File: config.mk
export PLATFORM = sky130hd
export DESIGN_NAME = wr_sl_responder
export DESIGN_NICKNAME = d
export VERILOG_FILES = /design/src/rtl/wr_sl_responder_pkg.sv /design/src/rtl/wr_sl_mem.sv /design/src/rtl/wr_sl_responder.sv
export SDC_FILE = /design/constraint.sdc
export NUM_CORES = 1
export LEC_CHECK = 0
export BUFFER_PORTS_ARGS = -buffer_cell sky130_fd_sc_hd__buf_2
export CAP_MARGIN = 25
export CORE_MARGIN = 2
export CORE_UTILIZATION = 50
export CTS_CLUSTER_SIZE = 10
export DETAILED_ROUTE_END_ITERATION = 10
export HOLD_SLACK_MARGIN = 0.06
export PLACE_DENSITY = 0.69
export SETUP_SLACK_MARGIN = 0.15
export SKIP_LAST_GASP = 1
export SYNTH_ARGS = -nofsm -noshare
export SYNTH_HDL_FRONTEND = slang
export SYNTH_HIERARCHICAL = 1
export SYNTH_SLANG_ARGS = --single-unit
File: constraint.sdc
create_clock -name ACLK -period 5.4 [get_ports ACLK]
set_clock_uncertainty 0.15 [all_clocks]
set_input_delay 0.81 -clock ACLK [delete_from_list [all_inputs] [get_ports ACLK]]
set_output_delay 0.81 -clock ACLK [all_outputs]
set_load 0.03 [all_outputs]
File: src/rtl/wr_sl_responder_pkg.sv
// rtl/wr_sl_responder_pkg.sv - shared types and constants for the write-slave responder
package wr_sl_responder_pkg;

  typedef enum logic [1:0] {
    ST_IDLE = 2'd0,
    ST_DATA = 2'd1,
    ST_RESP = 2'd2
  } state_t;

  localparam logic [1:0] RESP_OKAY   = 2'b00;
  localparam logic [1:0] RESP_SLVERR = 2'b10;
  localparam logic [1:0] BURST_INCR  = 2'b01;

endpackage

File: src/rtl/wr_sl_mem.sv
// rtl/wr_sl_mem.sv - word storage with one byte-enabled synchronous write port and one combinational read port
//
// Ports:
//   i_clk, i_rst        clock, synchronous active-high reset (clears every word)
//   i_we, i_widx        write enable and word index
//   i_wbe, i_wdata      per-byte write enables and write data
//   i_ridx, o_rdata     combinational read index and data
module wr_sl_mem #(
  parameter int DATA_W = 32,
  parameter int DEPTH  = 16
) (
  input  logic                     i_clk,
  input  logic                     i_rst,
  input  logic                     i_we,
  input  logic [$clog2(DEPTH)-1:0] i_widx,
  input  logic [DATA_W/8-1:0]      i_wbe,
  input  logic [DATA_W-1:0]        i_wdata,
  input  logic [$clog2(DEPTH)-1:0] i_ridx,
  output logic [DATA_W-1:0]        o_rdata
);

  localparam int NB = DATA_W / 8;

  logic [DATA_W-1:0] r_mem [DEPTH];

  always_ff @(posedge i_clk) begin
    if (i_rst) begin
      for (int i = 0; i < DEPTH; i++) begin
        r_mem[i] <= '0;
      end
    end else if (i_we) begin
      for (int b = 0; b < NB; b++) begin
        if (i_wbe[b]) begin
          r_mem[i_widx][b*8 +: 8] <= i_wdata[b*8 +: 8];
        end
      end
    end
  end

  assign o_rdata = r_mem[i_ridx];

endmodule

File: src/rtl/wr_sl_responder.sv
// rtl/wr_sl_responder.sv - single-outstanding write-slave responder (AW/W/B channels) over small word storage
//
// Ports:
//   ACLK, ARESET                          clock, synchronous active-high reset
//   AWVALID/AWREADY/AWADDR/AWLEN/AWBURST  write-address channel
//   WVALID/WREADY/WDATA/WSTRB/WLAST       write-data channel
//   BVALID/BREADY/BRESP                   write-response channel
//   dbg_idx, dbg_data                     combinational storage read
// Build option: WR_SL_RESPONDER_STRB_EN - honour WSTRB byte lanes (otherwise full-word writes).
module wr_sl_responder
  import wr_sl_responder_pkg::*;
#(
  parameter int          DATA_W    = 32,
  parameter int          DEPTH     = 16,
  parameter logic [31:0] BASE_ADDR = 32'h0000_0000
) (
  input  logic                     ACLK,
  input  logic                     ARESET,
  input  logic                     AWVALID,
  output logic                     AWREADY,
  input  logic [31:0]              AWADDR,
  input  logic [7:0]               AWLEN,
  input  logic [1:0]               AWBURST,
  input  logic                     WVALID,
  output logic                     WREADY,
  input  logic [DATA_W-1:0]        WDATA,
  input  logic [DATA_W/8-1:0]      WSTRB,
  input  logic                     WLAST,
  output logic                     BVALID,
  input  logic                     BREADY,
  output logic [1:0]               BRESP,
  input  logic [$clog2(DEPTH)-1:0] dbg_idx,
  output logic [DATA_W-1:0]        dbg_data
);

  localparam int IDX_W = $clog2(DEPTH);

  state_t      r_state, w_state_nxt;
  logic [31:0] r_addr;
  logic [7:0]  r_len;
  logic [1:0]  r_burst;
  logic [7:0]  r_beat;
  logic        r_err;

  logic              w_beat;
  logic              w_last;
  logic [32:0]       w_addr;
  logic [32:0]       w_lo;
  logic [32:0]       w_hi;
  logic [32:0]       w_off;
  logic              w_ok;
  logic [IDX_W-1:0]  w_idx;
  logic [DATA_W/8-1:0] w_wbe;

  // Address math is done in 33 bits so a burst running past 4 GiB cannot
  // wrap back into the storage window.
  assign w_addr = {1'b0, r_addr} + {23'd0, r_beat, 2'b00};
  assign w_lo   = {1'b0, BASE_ADDR};
  assign w_hi   = w_lo + 33'(4 * DEPTH);
  assign w_off  = w_addr - w_lo;
  assign w_idx  = IDX_W'(w_off >> 2);
  assign w_ok   = (r_burst == BURST_INCR) && (w_addr >= w_lo) && (w_addr < w_hi);

  assign w_beat = WVALID && WREADY;
  assign w_last = (r_beat == r_len);

`ifdef WR_SL_RESPONDER_STRB_EN
  assign w_wbe = WSTRB;
`else
  logic w_unused_strb;
  assign w_unused_strb = ^WSTRB;
  assign w_wbe = '1;
`endif

  always_comb begin
    w_state_nxt = r_state;
    AWREADY     = 1'b0;
    WREADY      = 1'b0;
    BVALID      = 1'b0;
    BRESP       = RESP_OKAY;
    case (r_state)
      ST_IDLE: begin
        AWREADY = 1'b1;
        if (AWVALID) w_state_nxt = ST_DATA;
      end
      ST_DATA: begin
        WREADY = 1'b1;
        // Beat count, not WLAST, decides when the burst ends.
        if (WVALID && w_last) w_state_nxt = ST_RESP;
      end
      ST_RESP: begin
        BVALID = 1'b1;
        BRESP  = r_err ? RESP_SLVERR : RESP_OKAY;
        if (BREADY) w_state_nxt = ST_IDLE;
      end
      default: w_state_nxt = ST_IDLE;
    endcase
  end

  always_ff @(posedge ACLK) begin
    if (ARESET) begin
      r_state <= ST_IDLE;
      r_addr  <= '0;
      r_len   <= '0;
      r_burst <= '0;
      r_beat  <= '0;
      r_err   <= 1'b0;
    end else begin
      r_state <= w_state_nxt;
      if (r_state == ST_IDLE && AWVALID) begin
        r_addr  <= AWADDR;
        r_len   <= AWLEN;
        r_burst <= AWBURST;
        r_beat  <= '0;
        r_err   <= 1'b0;
      end
      if (w_beat) begin
        r_beat <= r_beat + 8'd1;
        if (!w_ok || (WLAST != w_last)) r_err <= 1'b1;
      end
    end
  end

  wr_sl_mem #(
    .DATA_W (DATA_W),
    .DEPTH  (DEPTH)
  ) u_mem (
    .i_clk   (ACLK),
    .i_rst   (ARESET),
    .i_we    (w_beat && w_ok),
    .i_widx  (w_idx),
    .i_wbe   (w_wbe),
    .i_wdata (WDATA),
    .i_ridx  (dbg_idx),
    .o_rdata (dbg_data)
  );

endmodule

# Word-level counts from Yosys, hierarchy flattened

Memory sizes are Yosys's and may differ from the RTL's.
Cells that the tools add are included.

RAM bits: 512
Register bits: 53
Input port bits: 88
Logic and storage cells: 53
Memories: 1
Output and inout port bits: 37

Memory list:

| memory      | words | bits a word | rd ports | clocked after Yosys merged registers in | wr ports | RTL line        | source |
|---|---|---|---|---|---|---|---|
| u_mem.r_mem | 16    | 32          | 1        | 0                                       | 16       | wr_sl_mem.sv:24 | `logic [DATA_W-1:0] r_mem [DEPTH];` |

$add $sub $neg: 2
Equal/unequal tests: 8
Reduce and logical (&&, ||, !) cells: 12
Multiplexer cells: 22
Order comparisons: 2

Operators by type and width:

| kind                                                 | number |
|---|---|
| adder 32 x 10 -> 33 bit                              | 1 |
| >= comparator 33 x 1 -> 1 bit, second input constant | 1 |
| < comparator 33 x 7 -> 1 bit, second input constant  | 1 |
| 2-to-1 mux 32 bit                                    | 1 |
| OR reduction 32 bit                                  | 1 |
| 2-to-1 mux 8 bit                                     | 2 |
| 2-to-1 mux 1 bit                                     | 12 |
| 2-to-1 mux 2 bit                                     | 5 |
| adder 8 x 1 -> 8 bit, second input constant          | 1 |
| == test 8 bit                                        | 1 |
| logical AND 1 bit                                    | 6 |
| != test 2 bit, second input constant                 | 3 |
| case mux 2 bit (3 select lines)                      | 1 |
| == test 2 x 1 -> 1 bit, second input constant        | 2 |
| 2-to-1 mux 4 bit                                     | 1 |
| AND reduction 3 bit                                  | 1 |
| == test 2 bit, second input constant                 | 1 |
| logical NOT 2 bit                                    | 1 |
| nonzero test 2 bit                                   | 1 |
| logical NOT 1 bit                                    | 1 |
| logical OR 1 bit                                     | 1 |
| != test 1 bit                                        | 1 |

# Depth between registers and ports, before layout

Gate-level depths: netlist of the first run.

Depth after elaboration: 10
Mapped depth: 15
Gate-level depth less buffers: 12

# Cells and area by module

The synthesis of the first run kept the hierarchy.

By module, submodules not included:

| module          | area an instance (um^2) | cells each | instances | sequential area each (um^2) |
|---|---|---|---|---|
| wr_sl_mem       | 22298.9                 | 1526       | 1         | 15374.7 |
| wr_sl_responder | 3115.5                  | 406        | 1         | 1021.0 |

# Least setup slack after synthesis of the first run

OpenSTA, ideal clock, no wires.

Path type: register to register
From: register r_beat[0]
To: memory u_mem.r_mem[15][0] (enable)
Buffers on the path: 2
Stages on the path, launching flop included: 14
Library setup time: 0.375 ns
Period minus slack after synthesis: 4.147 ns
Arrival: 3.623 ns
Slack: 1.253 ns
Data required time: 4.875 ns
Cell sequence: dfxtp_1 -> ha_1 -> fa_1 -> a211oi_1 -> o211a_1 -> nor2_2 -> nor3_1 -> o211ai_1 -> or3_1 -> nor4_1 -> clkbuf_1 -> nand3b_1 -> clkbuf_1 -> o21bai_1

RTL lines:

| element                | RTL line               | source |
|---|---|---|
| start, declared        | wr_sl_responder.sv:42  | `logic [7:0] r_beat;` |
| start signal, assigned | wr_sl_responder.sv:118 | `r_beat <= r_beat + 8'd1;` |
| end, declared          | wr_sl_mem.sv:24        |  |

==> results.sh, run 1 <==
export IMPL_max_freq_mhz=214
export IMPL_status="complete, no violations"
export IMPL_syn_inst=1932
export IMPL_antenna_found_initial=0
export IMPL_routedWlPerCell_um=23.0
export IMPL_slew_violations=0
export IMPL_setup_viol_count_final=0
export IMPL_cts_tree="built"
export IMPL_area_delta_synth_final_pct=13.9
export IMPL_period_needed_ns=4.66
export IMPL_place_congestion=0.848
export IMPL_die_x_um=229
export IMPL_n_antenna_cell=0
export IMPL_use_met1=0.306
export IMPL_clockBufferDepth=3
export IMPL_ys_seq_elements=563
export IMPL_worst_slack_ns=0.736
export IMPL_p_leak_uw=0.0100
export IMPL_grt_util_met2=0.421
export IMPL_ir_drop_uv=255
export IMPL_cp_max_fo=16
export IMPL_finalCritPeriodShare=0.864
export IMPL_ant_nets=0
export IMPL_core_area_sq_um=50200
export IMPL_crit_type="reg -> reg"
export IMPL_vias_per_cell=5.95
export IMPL_yosysUniqueCellTypes=71
export IMPL_grt_overflow=0
export IMPL_worstRegToRegCells=14
export IMPL_cts_buffers=67
export IMPL_layout_drive_gt1_share=0.220
export IMPL_fillers=3915
export IMPL_r2r_end="u_mem/r_mem[9][18]$_SDFFCE_PN0P_"
export IMPL_worstMarginPinSlew_ns=1.05
export IMPL_finalHoldViolations=0
export IMPL_setup_worst_path_start="r_beat[0]$_SDFFE_PP0P_"
export IMPL_seq_area_sq_um=16400
export IMPL_io_pins=125
export IMPL_critPathArrivalTime_ns=4.80
export IMPL_dpl_worst_slack_ns=0.759
export IMPL_grt_pass1_wl_um=96400
export IMPL_finalSetupTns_ns=0
export IMPL_min_delay_path_class="reg -> reg"
export IMPL_grt_max_degree=129
export IMPL_cts_hold_buf=0
export IMPL_fp_dieH_um=229
export IMPL_synth_async_sr_flop_share=0
export IMPL_cts_setup_buffers=0
export IMPL_multi_input_area_sq_um=8310
export IMPL_reg2reg_slack_ns=0.74
export IMPL_syn_area_sq_um=25400
export IMPL_drt_wl_total_um=63600
export IMPL_nets=2160
export IMPL_synth_edff_count=512
export IMPL_fin_cells=2758
export IMPL_track_usage=0.245
export IMPL_route_vias_total=16410
export IMPL_clock_sinks=563
export IMPL_dp_hpwl_um=40500
export IMPL_power_density_nw_per_um2=342
export IMPL_synth_ff_type="edfxtp_1"
export IMPL_max_cap_violations=0
export IMPL_rsz0062_at_grt="no"
export IMPL_syn_area_per_cell_sq_um=13.2
export IMPL_maxSlewHeadroom=0.301
export IMPL_setup_worst_path_end="u_mem/r_mem[9][18]$_SDFFCE_PN0P_"
export IMPL_worstSetupStartpointType="register"
export IMPL_crit_path_end_kind="register"
export IMPL_ctsResizeCount=0
export IMPL_clk_pin_slew_ns=0.05
export IMPL_yosysSeqAreaShare=0.645
export IMPL_portBuffers=117
export IMPL_initial_utilization=0.507
export IMPL_drc=0
export IMPL_critical_path_required_ns=5.54
export IMPL_busiest_layer="met2"
export IMPL_ys_warn_count=6
export IMPL_cts_root_buf="clkbuf_16"
export IMPL_initialDrtViolationCount=1557
export IMPL_grt_pass1_vias=16668
export IMPL_rr_startpoint="r_beat[0]$_SDFFE_PP0P_"
export IMPL_clk_latency_ns=0.58
export IMPL_cts_max_level=3
export IMPL_placed_cells=2663
export IMPL_row_count=82
export IMPL_dieArea_sq_um=52600
export IMPL_first_pass_iters=8
export IMPL_grt_use_met3=0.0464
## synth_stat cells, types with 6 or more instances
cell type / count / area, sq um
nand4_1: 12 / 75.1
a21oi_1: 50 / 250
o21bai_1: 60 / 450
nor2_1: 511 / 1920
and2_1: 37 / 231
nor2b_1: 9 / 56.3
edfxtp_1: 512 / 15400
and3_1: 6 / 37.5
a211oi_1: 7 / 52.6
buf_4: 11 / 82.6
o21a_1: 6 / 45.0
mux4_2: 128 / 2880
nand3b_1: 6 / 45.0
xor2_1: 7 / 61.3
buf_1: 12 / 45.0
nand2_1: 167 / 627
a22oi_1: 66 / 495
xnor2_1: 14 / 123
dfxtp_1: 51 / 1020
o21ai_0: 8 / 40.0
buf_2: 21 / 105
ha_1: 9 / 113
nand3_1: 18 / 90.1
nor3_1: 8 / 40.0
clkbuf_1: 119 / 447
or2_2: 6 / 37.5
## metrics by stage
stage | hold WS [ns] | cell area [sq um] | total power, uW | util
2_1_floorplan | 0.281 | 25400 | 5600 | -
3_3_place_gp | 0.297 | 27000 | 5880 | 0.537
3_5_place_dp | 0.295 | 27000 | 5920 | 0.538
4_1_cts | 0.285 | 28900 | 9980 | 0.576
5_1_grt | 0.292 | 29000 | 10200 | 0.577
6_report | 0.310 | 29000 | 9910 | 0.577
## cell families (layout without fill, tap and decap cells)
group,count (synthesis),count (layout),share of synthesized area
and+or+nand+nor,808,808,0.134
DFF,563,563,0.645
AOI/OAI and AO/OA,226,226,0.0633
buffers and inverters,170,317,0.0295
muxes,132,132,0.115
xor gates and xnor gates,21,21,0.00724
adders and majority gates,10,10,0.00522
other,2,9,0.000296
## critical path, cell delays in order, from the launching register on
cell      delay, ns
dfxtp_1        0.38
ha_1           0.26
fa_1           0.43
a211oi_1       0.31
o211a_1        0.33
nor2_2         0.11
nor3_1         0.20
o211ai_1       0.13
or3_1          0.37
nor4_2         0.29
buf_4          0.29
nand3b_1       0.10
buf_4          0.22
o21bai_1       0.53
buf_4          0.25
## flip-flops by register name (all words and copies together), names as in the netlist
register,cells
r_err,1
r_beat,8
r_len,8
r_addr,30
r_state,2
u_mem/r_mem,512
r_burst,2
## area by class of cell
| type | instances | area share |
|---|---|---|
| tap | 672 | 0.0290 |
| clock buffer | 88 | 0.0639 |
| sequential | 563 | 0.566 |
| clock inverter | 5 | 0.00264 |
| multi-input combinational | 1206 | 0.287 |
| inverter | 1 | 0.000130 |
| timing repair buffer | 223 | 0.0511 |
## per-layer routing
metal  vias to the layer above  wire length [um]
met5                         -                 0
met4                         0              1830
met3                       124              5330
met2                       722             32500
met1                      8275             23900
li1                       7289                 -
## how the worst min path moves through the flow
stage / slack (ns) / depth (start not counted) / from / to
2_1_floorplan: 0.28 / 2 / r_burst[1]$_SDFFE_PP0P_ / r_burst[1]$_SDFFE_PP0P_
3_3_place_gp: 0.30 / 2 / r_burst[1]$_SDFFE_PP0P_ / r_burst[1]$_SDFFE_PP0P_
3_5_place_dp: 0.29 / 2 / r_burst[1]$_SDFFE_PP0P_ / r_burst[1]$_SDFFE_PP0P_
4_1_cts: 0.29 / 3 / AWLEN[1] / r_len[1]$_SDFFE_PP0P_
5_1_grt: 0.29 / 3 / AWLEN[5] / r_len[5]$_SDFFE_PP0P_
6_report: 0.31 / 2 / r_addr[2]$_SDFFE_PP0P_ / r_addr[2]$_SDFFE_PP0P_
## power breakdown
part | switching [uW] | internal [uW] | total [uW]
sequential | 72.0 | 4900 | 4970
clock | 1620 | 2460 | 4080
combinational | 541 | 325 | 866
total | 2230 | 7680 | 9910
## cells in the final DEF (no fill, tap or decap), types with 7 or more instances in the layout
cell type	n
a211oi_1	7
nor3_1	8
nand3_1	18
xnor2_1	14
a21oi_1	50
edfxtp_1	512
buf_4	102
clkbuf_16	71
dfxtp_1	51
nor2b_1	7
a22oi_1	66
nand4_1	12
mux4_2	128
o21ai_0	8
o21bai_1	60
nand2_1	167
and2_1	37
ha_1	9
xor2_1	7
nor2_1	510
clkbuf_1	16
buf_2	114
conb_1	9
Power figures use the tool's default switching activity.
==> inputs of run 2 (changes only) <==
- REMOVE_ABC_BUFFERS: not set -> 1
==> results.sh, run 2 (synthesis gave the netlist of run 1 again) <==
export IMPL_ctsResizeCount=0
export IMPL_slowest_stage="o21bai_1"
export IMPL_clock_sinks=563
export IMPL_finalSetupTns_ns=0
export IMPL_worstRegToRegCells=15
export IMPL_p_leak_uw=0.00996
export IMPL_rsz0062_at_grt="no"
export IMPL_cts_root_buf="clkbuf_16"
export IMPL_die_x_um=229
export IMPL_whs_ns=0.306
export IMPL_power_density_nw_per_um2=338
export IMPL_critPathArrivalTime_ns=4.96
export IMPL_portBuffers=117
export IMPL_final_cell_mix="edfxtp_1, nor2_1, nand2_1"
export IMPL_clockBufferDepth=3
export IMPL_status="complete, no violations"
export IMPL_antenna_found_initial=0
export IMPL_cts_tree="built"
export IMPL_row_count=82
export IMPL_placed_cells=2664
export IMPL_reg2reg_slack_ns=0.59
export IMPL_worstSetupStartpointType="register"
export IMPL_maxSlewHeadroom=0.280
export IMPL_largest_reg_flops=512
export IMPL_nets=2162
export IMPL_layout_drive_gt1_share=0.221
export IMPL_top_register="u_mem/r_mem"
export IMPL_cp_depth=15
export IMPL_cp_max_fo=12
export IMPL_area_delta_synth_final_pct=13.6
export IMPL_critPathTopFamily="compound AO/OA/AOI/OAI gates"
export IMPL_place_congestion=0.865
export IMPL_track_usage=0.245
export IMPL_grt_pass1_wl_um=97300
export IMPL_ir_drop_uv=191
export IMPL_final_common_cell="edfxtp_1"
export IMPL_clk_pin_slew_ns=0.05
export IMPL_crit_type="reg -> reg"
export IMPL_dieArea_sq_um=52600
export IMPL_initialDrtViolationCount=1686
export IMPL_grt_pass1_vias=16735
export IMPL_cpMostUsedCell="buf_4"
export IMPL_critical_path_required_ns=5.55
export IMPL_grt_overflow=0
export IMPL_min_delay_path_class="reg -> reg"
export IMPL_worstMarginPinSlew_ns=1.08
export IMPL_dpl_worst_slack_ns=0.627
export IMPL_cts_hold_buf=0
export IMPL_cts_buffers=67
export IMPL_slew_violations=0
export IMPL_clk_latency_ns=0.59
export IMPL_drc=0
export IMPL_largestRegisters="u_mem/r_mem: 512 flops, r_addr: 30 flops"
export IMPL_grt_max_degree=58
export IMPL_fin_cells=2754
export IMPL_core_area_sq_um=50200
export IMPL_setup_viol_count_final=0
export IMPL_cts_max_level=3
export IMPL_finalHoldViolations=0
export IMPL_path_buf_inv=4
export IMPL_crit_path_end_kind="register"
export IMPL_vias_per_cell=5.97
export IMPL_max_freq_mhz=208
export IMPL_ant_nets=0
export IMPL_drt_wl_total_um=63400
export IMPL_fp_dieH_um=229
export IMPL_total_power_uw=9750
export IMPL_io_pins=125
export IMPL_routedWlPerCell_um=23.0
export IMPL_hold_depth=2
export IMPL_period_needed_ns=4.81
export IMPL_finalCritPeriodShare=0.891
export IMPL_crit_chain="ha_1 > fa_1 > a211oi_1 > o211a_1 > nor2_2 > xor2_1 > o31ai_1 > nand4b_1 > nor4_2 > buf_4 > buf_4 > nand3b_1 > buf_4 > o21bai_1 > buf_4"
export IMPL_n_antenna_cell=0
export IMPL_slowest_delay_ns=0.49
export IMPL_first_pass_iters=6
export IMPL_cts_setup_buffers=0
export IMPL_initial_utilization=0.507
export IMPL_dp_hpwl_um=40300
export IMPL_worst_slack_ns=0.588
export IMPL_route_vias_total=16439
export IMPL_max_cap_violations=0
run 2: changes by cell type in the layout (fill, tap and decap cells not counted), moves of 2 or more:
cell,before,now
clkbuf_16,71,68
inv_6,1,4
bufinv_16,2,0
clkinv_8,0,2
clkbuf_1,16,8
buf_16,2,0
run 2: per-stage QoR:
stage / instance area (sq um) / util
after global routing: 28900 / 0.575
after detailed placement: 27000 / 0.538
after global placement: 27000 / 0.538
after floorplan: 24700 / -
after CTS: 28800 / 0.575
final: 28900 / 0.575
run 2: power breakdown:
group	switching, uW	total [uW]	internal (uW)	leakage (uW)
registers	70.9	4970	4900	0.00570
logic	545	862	317	0.00336
clock network	1630	3920	2290	0.000898
total	2250	9750	7500	0.00996
run 2: routing by layer:
| metal | wire length (um) | vias to the layer above | global-route usage |
|---|---|---|---|
| met5 | 0 | - | 0 |
| met4 | 1910 | 0 | 0.0877 |
| met3 | 5030 | 128 | 0.0436 |
| met2 | 32200 | 756 | 0.416 |
| met1 | 24200 | 8257 | 0.319 |
| li1 | - | 7298 | - |
run 2: path summary, 6_finish.rpt:
kind	start	end
setup / recovery	r_beat[0]$_SDFFE_PP0P_	u_mem/r_mem[12][10]$_SDFFCE_PN0P_
hold / removal	r_burst[1]$_SDFFE_PP0P_	r_burst[1]$_SDFFE_PP0P_
setup reg to reg	r_beat[0]$_SDFFE_PP0P_	u_mem/r_mem[12][10]$_SDFFCE_PN0P_
hold reg to reg	r_burst[1]$_SDFFE_PP0P_	r_burst[1]$_SDFFE_PP0P_
run 2: area by class of cell:
class | instances | area, sq um
Fill cell | 3931 | 21300
Sequential cell | 563 | 16400
Multi-Input combinational cell | 1206 | 8310
Clock buffer | 78 | 1760
Timing Repair Buffer | 225 | 1480
Tap cell | 672 | 841
Clock inverter | 9 | 78.8
Inverter | 1 | 3.75
run 2: worst min-delay path: cells and delay by family, from the launching register on:
| kind | cells | cell delay, ns |
|---|---|---|
| compound gates | 1 | 0.05 |
| flops | 1 | 0.30 |
| simple gates | 1 | 0.05 |
